==> src/rtl/fencing_action_fsm.sv <==
// Per-player saber action controller: steps once per video frame and emits a registered player record.
// Optional block fatigue limit is enabled with `define FENCE_BLOCK_FATIGUE_EN.
module fencing_action_fsm #(
   parameter int X_W              = 11,
   parameter int Y_W              = 10,
   parameter int HEALTH_W         = 3,
   parameter int HEALTH_INIT      = 5,
   parameter int ATTACK_FRAMES    = 8,
   parameter int RECOVER_FRAMES   = 4,
   parameter int BLOCK_MAX_FRAMES = 30
) (
   input  logic                clk_pixel_in,
   input  logic                rst_n_in,
   input  logic                ir_in_valid,
   input  logic                block_in,
   input  logic                lunge_in,
   input  logic                release_in,
   input  logic                frame_valid_in,
   input  logic [X_W-1:0]      saber_x_in,
   input  logic [Y_W-1:0]      saber_y_in,
   input  logic                attack_hit_in,
   input  logic                sabers_colliding_in,
   input  logic                opponent_scored_in,
   output logic [1:0]          saber_state_out,
   output logic [X_W-1:0]      attack_x_out,
   output logic [Y_W-1:0]      attack_y_out,
   output logic [HEALTH_W-1:0] health_out,
   output logic                player_scored_out,
   output logic                game_over_out,
   output logic                out_valid
);

   localparam int AT_W = $clog2(ATTACK_FRAMES + 1);
   localparam int RT_W = $clog2(RECOVER_FRAMES + 1);

   typedef enum logic [2:0] {
      S_REST    = 3'd0,
      S_ATTACK  = 3'd1,
      S_BLOCK   = 3'd2,
      S_SCORE   = 3'd3,
      S_RECOVER = 3'd4,
      S_DEAD    = 3'd5
   } state_e;

   state_e              state_q;
   logic                blk_q, lng_q, rel_q;
   logic [AT_W-1:0]     atk_tmr_q;
   logic [RT_W-1:0]     rec_tmr_q;
   logic [X_W-1:0]      ax_q;
   logic [Y_W-1:0]      ay_q;
   logic [HEALTH_W-1:0] health_q, health_d;
   logic                scored_q, over_q, vld_q;
   logic                die;
   logic                blk_go;

   assign health_d = (opponent_scored_in && health_q != '0) ? health_q - 1'b1 : health_q;
   assign die      = (health_d == '0);

`ifdef FENCE_BLOCK_FATIGUE_EN
   localparam int BC_W = $clog2(BLOCK_MAX_FRAMES + 1);
   logic [BC_W-1:0] bcnt_q;
   logic            arm_q;
   // After a fatigue timeout the block button must be seen released before BLOCK is re-entered.
   assign blk_go = blk_q && arm_q;
`else
   logic unused_bmf;
   assign unused_bmf = |32'(BLOCK_MAX_FRAMES);
   assign blk_go     = blk_q;
`endif

   always_ff @(posedge clk_pixel_in or negedge rst_n_in) begin
      if (!rst_n_in) begin
         state_q   <= S_REST;
         blk_q     <= 1'b0;
         lng_q     <= 1'b0;
         rel_q     <= 1'b0;
         atk_tmr_q <= '0;
         rec_tmr_q <= '0;
         ax_q      <= '0;
         ay_q      <= '0;
         health_q  <= HEALTH_W'(HEALTH_INIT);
         scored_q  <= 1'b0;
         over_q    <= 1'b0;
         vld_q     <= 1'b0;
`ifdef FENCE_BLOCK_FATIGUE_EN
         bcnt_q    <= '0;
         arm_q     <= 1'b1;
`endif
      end else begin
         vld_q <= frame_valid_in;
         if (ir_in_valid) begin
            blk_q <= block_in;
            lng_q <= lunge_in;
            rel_q <= release_in;
         end
`ifdef FENCE_BLOCK_FATIGUE_EN
         if (!blk_q) arm_q <= 1'b1;
`endif
         if (frame_valid_in) begin
            scored_q <= 1'b0;
            health_q <= health_d;
            case (state_q)
               S_REST: begin
                  if (blk_go) begin
                     state_q <= S_BLOCK;
`ifdef FENCE_BLOCK_FATIGUE_EN
                     bcnt_q  <= '0;
`endif
                  end else if (lng_q) begin
                     state_q   <= S_ATTACK;
                     ax_q      <= saber_x_in;
                     ay_q      <= saber_y_in;
                     atk_tmr_q <= '0;
                  end
               end
               S_BLOCK: begin
                  if (!blk_q) begin
                     state_q <= S_REST;
`ifdef FENCE_BLOCK_FATIGUE_EN
                  end else if (bcnt_q == BC_W'(BLOCK_MAX_FRAMES - 1)) begin
                     state_q   <= S_RECOVER;
                     rec_tmr_q <= '0;
                     arm_q     <= 1'b0;
                  end else begin
                     bcnt_q <= bcnt_q + 1'b1;
`endif
                  end
               end
               S_ATTACK: begin
                  if (rel_q && attack_hit_in) begin
                     state_q  <= S_SCORE;
                     scored_q <= 1'b1;
                  end else if (sabers_colliding_in) begin
                     state_q   <= S_RECOVER;
                     rec_tmr_q <= '0;
                     ax_q      <= '0;
                     ay_q      <= '0;
                     // A same-cycle button update wins over the parry clear.
                     if (!ir_in_valid) lng_q <= 1'b0;
                  end else if (rel_q || atk_tmr_q == AT_W'(ATTACK_FRAMES - 1)) begin
                     state_q   <= S_RECOVER;
                     rec_tmr_q <= '0;
                     ax_q      <= '0;
                     ay_q      <= '0;
                  end else begin
                     atk_tmr_q <= atk_tmr_q + 1'b1;
                  end
               end
               S_SCORE: begin
                  state_q   <= S_RECOVER;
                  rec_tmr_q <= '0;
                  ax_q      <= '0;
                  ay_q      <= '0;
               end
               S_RECOVER: begin
                  if (rec_tmr_q == RT_W'(RECOVER_FRAMES - 1)) state_q <= S_REST;
                  else rec_tmr_q <= rec_tmr_q + 1'b1;
               end
               S_DEAD: state_q <= S_DEAD;
               default: begin
                  state_q <= S_REST;
                  ax_q    <= '0;
                  ay_q    <= '0;
               end
            endcase
            // Losing the last health point overrides any transition, but a score pulse stands.
            if (die) begin
               state_q <= S_DEAD;
               ax_q    <= '0;
               ay_q    <= '0;
               over_q  <= 1'b1;
            end
         end
      end
   end

   always_comb begin
      saber_state_out = 2'b00;
      case (state_q)
         S_REST:    saber_state_out = 2'b00;
         S_ATTACK:  saber_state_out = 2'b01;
         S_BLOCK:   saber_state_out = 2'b10;
         S_SCORE,
         S_RECOVER,
         S_DEAD:    saber_state_out = 2'b11;
         default:   saber_state_out = 2'b00;
      endcase
   end

   assign attack_x_out      = ax_q;
   assign attack_y_out      = ay_q;
   assign health_out        = health_q;
   assign player_scored_out = scored_q;
   assign game_over_out     = over_q;
   assign out_valid         = vld_q;

endmodule
==> config.mk <==
export PLATFORM = sky130hd
export DESIGN_NAME = fencing_action_fsm
export DESIGN_NICKNAME = d
export VERILOG_FILES = /design/src/rtl/fencing_action_fsm.sv
export SDC_FILE = /design/constraint.sdc
export NUM_CORES = 1
export LEC_CHECK = 0
export ABC_AREA = 1
export CAP_MARGIN = 25
export CORE_AREA = 2 2 73 75
export CTS_CLUSTER_SIZE = 20
export DETAILED_ROUTE_END_ITERATION = 7
export DIE_AREA = 0 0 75 77
export MAX_ROUTING_LAYER = met4
export PLACE_DENSITY = 0.88
export SLEW_MARGIN = 20
export SYNTH_ARGS = -nofsm -noshare
export SYNTH_HDL_FRONTEND = slang
export SYNTH_SLANG_ARGS = --single-unit
==> constraint.sdc <==
create_clock -name clk_pixel_in -period 2.3 [get_ports clk_pixel_in]
set_input_delay 0.23 -clock clk_pixel_in [delete_from_list [all_inputs] [get_ports clk_pixel_in]]
set_output_delay 0.23 -clock clk_pixel_in [all_outputs]
set_load 0.01 [all_outputs]
* Word-level counts from Yosys, hierarchy flattened
Index checks and enable logic that the tools add are counted.
** Storage, ports and cells
- Register bits :: 40
- Input port bits :: 31
** Operators by class
- Equality and inequality tests :: 23
- Reductions and logical operators :: 15
- Multiplexer cells :: 44
- $add $sub $neg :: 3
** Operators with widths (count)
- 2-to-1 mux 11 bit :: 6
- 2-to-1 mux 10 bit :: 6
- 2-to-1 mux 3 bit :: 13
- case mux 11 bit (3 select lines) :: 1
- case mux 10 bit (3 select lines) :: 1
- 2-to-1 mux 4 bit :: 5
- != test 3 bit (second input constant) :: 6
- case mux 3 bit (6 select lines) :: 1
- != test 2 bit (second input constant) :: 6
- AND reduction 5 bit :: 2
- equality test 3 x 2 -> 1 bit (second input constant) :: 3
- case mux 3 bit (3 select lines) :: 1
- 2-to-1 mux 1 bit :: 8
- != test 4 bit (second input constant) :: 2
- case mux 4 bit (2 select lines) :: 1
- AND reduction 7 bit :: 1
- equality test 3 bit (second input constant) :: 2
- logical NOT 3 bit :: 2
- case mux 2 bit (3 select lines) :: 1
- AND reduction 6 bit :: 1
- nonzero test 3 bit :: 2
- OR reduction 3 bit :: 2
- != test 5 bit (second input constant) :: 1
- adder 4 x 1 -> 4 bit (second input constant) :: 1
- other kinds (9) :: 10

* Longest topological paths before layout
- Depth in word-level cells :: 7
- Mapped depth :: 13

* Worst setup path after synthesis
OpenSTA, ideal clock, no wires.
- Kind :: flip-flop to flip-flop
- Start :: register health_q[0] (netlist: health_out[0])
- End :: register ax_q[1] (netlist: attack_x_out[1])
- Period minus slack after synthesis :: 1.995 ns
- Data arrival time :: 1.878 ns
- Stages on the path, launching flop included :: 11
- Data required time :: 2.183 ns
- Path slack :: 0.305 ns
- Buffers on the path :: 1
- Path through :: dfstp_2 > inv_1 > ha_1 > ha_1 > inv_2 > nand2_1 > o21ai_2 > nand4_2 > clkbuf_1 > nand3_1 > nand2_1
** Between the ends
- Longest elaborated chain between the ends :: 6
- Elaborated cells on any way between the ends :: 12
- Those cells by class :: 1 x add/sub; 5 x eq/ne; 2 x mux; 4 x reduce/logical
** RTL lines
- start, declared :: line 51 : logic [HEALTH_W-1:0] health_q, health_d;
- start signal, assigned :: line 81 : health_q <= HEALTH_W'(HEALTH_INIT);
- start signal, assigned :: line 101 : health_q <= health_d;
- branches (longest 2 deep; another with subtractor 3 x 1 -> 3 bit)
- 2-to-1 mux 3 bit * :: line 56 : assign health_d = (opponent_scored_in && health_q != '0) ? health_q - 1'b1 : health_q;
- logical NOT 3 bit * :: line 57 : assign die = (health_d == '0);
- != test 4 bit (no source line), or another cell as far along
- AND reduction 6 bit (no source line)
- end signal, assigned :: line 111 : ax_q <= saber_x_in;
- end, declared :: line 49 : logic [X_W-1:0] ax_q;
Mark *: on every way between the ends.
A chain may end at the register's enable or synchronous reset.

* Worst setup path after layout
- Start :: register health_q[0] (netlist: health_out[0])
- End :: register ax_q[5] (netlist: attack_x_out[5])
Same word-level chain as after synthesis.

==> flow_summary_export.csv <==
group,metric,value,unit
timing,rsz0062_at_grt,"false",
flow_run,cap_violations,0,
global_route,grt_usage,0.213,
critical_path,crit_arrival,2380,ps
critical_path,critPathMaxStageDelay,560,ps
cts,htree_levels,2,
yosys,synthTopCellsByArea,"dfrtp_1 40%, nand2_1 19%, inv_1 9.2%",
finish,finalNonFillerCells,480,
cts,ctsHoldBuffers,0,
yosys,synth_top_area_share,0.401,
floorplanning,die_area,5780,sq um
finish,n_antenna_cell,0,
pwr,combPwrFrac,0.535,
critical_path,cp-start-kind,"register",
drt,wl_per_cell,11.7,um
cts,worstSkewPairLatency,310,ps
finish,nNetsFinal,447,
drt,viasPerCell,4.78,
critical_path,reg2reg_from,"health_out[0]",
timing,relSlewSlack,0.411,
placed_design,dp_cells,472,
cts,cts_resized,0,
critical_path,crit_top_cell,"nand2_1",
global_route,overflow,0,
pwr,seqPwrFrac,0.307,
timing,setup_viol,0,
yosys,yosysWarnings,0,
pwr,switching_share,0.426,
floorplanning,pin_count,60,
timing,finClkSkew,8.46,ps
cts,clk_pin_slew_worst_paths,80,ps
timing,fin_hold_ws,30.7,ps
yosys,synth_cell_types,23,
critical_path,crit_fanout,23,
yosys,synth_nets,385,
floorplanning,core_region_area,4980,sq um
global_route,antenna_found_initial,0,
timing,worst_slew_pin_slew,883,ps
yosys,synthCells,347,
pwr,ir_drop,0.000661,V
cts,root_buffer,"clkbuf_8",
yosys,synth.cell_area,2370,sq um
drt,dr.pass1.iters,5,
critical_path,crit_chain,"inv_1 > ha_1 > ha_1 > inv_2 > nand2_1 > nand2_1 > nand2_1 > nand3_1 > buf_4 > nand2_1 > inv_1 > nand2_1 > nand2_1",
placed_design,portBuffers,59,
cts,cts_made_buffers,5,
global_route,grt_pass1_vias,2113,
pwr,power_density,1220,nW/um^2
yosys,synth_seq_cells,40,
critical_path,crit_required,2550,ps
finish,area_growth,32.5,%
cts,tritoncts,"yes",
pwr,power_leakage,1.79,nW
critical_path,end_kind,"register",
timing,hold_viol_final,0,
cts,clock-sinks,40,
floorplanning,initial_core_util,0.476,
critical_path,setup.worst_path.start,"health_out[0]",
cts,post-cts-setup-buffer-count,0,
drt,drc_errors,0,
cts,clock_path_buffers,2,
min_path,hp-class,"primary input to async pin",
timing,fmax,469,MHz
finish,fin_area,3140,sq um
timing,drv_slew,0,
drt,wirelength,5620,um
global_route,grt_pass1_wl,9340,um
run_status,status,"finished clean",
timing,timing.setup.tns,0,ps
timing,setup_ws,168,ps
pwr,p_int,2.20,mW
yosys,synth_area_leader_cell,"dfrtp_1",
finish,drive_above_1_share,0.0805,
floorplanning,fp.dieH,77,um
floorplanning,die_w,75,um
critical_path,worstSetupPathType,"register to register",
drt,drt-initial-drc-count,129,
placed_design,place_area,3020,sq um
pwr,power,3.83,mW
pwr,p_switching,1.63,mW
finish,num-fill-cells,417,
finish,finish.utilization,0.631,
drt,routed-via-count,2294,
timing,fin_crit_sh,0.927,
floorplanning,floorplan.rows,26,
yosys,syn_avg_cell_area,6.83,sq um
global_route,grt_max_degree,41,
pwr,clockPowerShare,0.157,
critical_path,cpMaxStageDelayCell,"dfstp_2",
placed_design,finalWeightedCongestion,0.918,
drt,ant_nets,0,
placed_design,detailedPlacementHpwl,3980,um
placed_design,post-place-ws,208,ps
timing,fin_crit,2130,ps
yosys,synth_seq_area_share,0.423,
[cells by family (layout without fill, tap and decap cells)]
logic type                 count (synthesis)  count (layout)  share of synthesized area
and+or+nand+nor                          216             216                      0.386
buffers and inverters                     73             136                      0.127
DFF                                       40              40                      0.423
AOI/OAI and AO/OA                         10              10                     0.0227
adders and majority gates                  7               7                     0.0370
xor gates and xnor gates                   1               1                    0.00370
[registers in the layout (all words and copies together), names as in the netlist]
register,count
attack_x_out,11
attack_y_out,10
atk_tmr_q,4
health_out,3
rec_tmr_q,3
state_q,3
blk_go,1
game_over_out,1
lng_q,1
out_valid,1
player_scored_out,1
rel_q,1
[placed cells by master, fill, tap and decap left out, types with 2 or more instances in the layout]
cell and n:
dfrtp_1 38, nand3_1 43, nand2_2 2, o21ai_0 8
nor2_2 4, dfstp_2 2, inv_1 58, inv_2 5
buf_4 6, clkinv_4 2, clkbuf_8 5, ha_1 7
nand3_2 2, clkdlybuf4s50_1 58, nand2_1 117, nor2_1 44
[path summary, 6_finish.rpt]
| kind | endpoint | cells past startpoint | slack [ps] |
|---|---|---|---|
| min in group clk_pixel_in | lng_q | 3 | 460 |
| worst min register to register | game_over_out | 2 | 480 |
| worst max register to register | attack_x_out[5] | 13 | 170 |
| max in group asynchronous | rec_tmr_q[0] | 1 | 1710 |
| worst min-delay path | rec_tmr_q[2] | 1 | 30 |
| worst max-delay path | attack_x_out[5] | 13 | 170 |
[cell type report]
cell class / count / area [sq um] / area share
inverter: 63 / 236 / 0.0753
sequential: 40 / 1000 / 0.320
timing repair buffer: 65 / 631 / 0.201
tap: 70 / 87.6 / 0.0279
multi-input combinational: 234 / 1060 / 0.339
clock buffer: 5 / 68.8 / 0.0219
clock inverter: 3 / 47.5 / 0.0151
[Yosys cell counts (all sizes together)]
cell type  instances
nor3b              1
nand2            119
dfrtp             38
buf                8
a21oi              1
xor2               1
nand4              1
dfstp              2
clkbuf             2
nand3             45
inv               63
nor3               1
o21ai              9
nor2              48
nand3b             1
ha                 7
[worst max-delay path, delay by kind of cell, from the launching register on]
family                   cells  cell delay, ps
adder cells (fa/ha/maj)      2             370
buffers and inverters        4             480
flip-flops                   1             560
AND/OR/NAND/NOR              7             670
[power by group through the flow]
stage | registers (mW) | logic [mW] | clock network, mW
after CTS | 1.17 | 2.06 | 0.609
after detailed placement | 1.18 | 2.04 | 0
after global routing | 1.20 | 2.29 | 0.636
final | 1.18 | 2.05 | 0.603
after global placement | 1.17 | 1.97 | 0
after floorplan | 1.25 | 1.18 | 0
[metal layers]
layer  up-vias  track usage  part of all wire
met2        46        0.346              0.51
met4         0       0.0929             0.024
li1       1168            -                 -
met5         -            -                 0
met1      1069        0.258              0.43
met3        11       0.0302             0.030
Power figures use the tool's default switching activity.
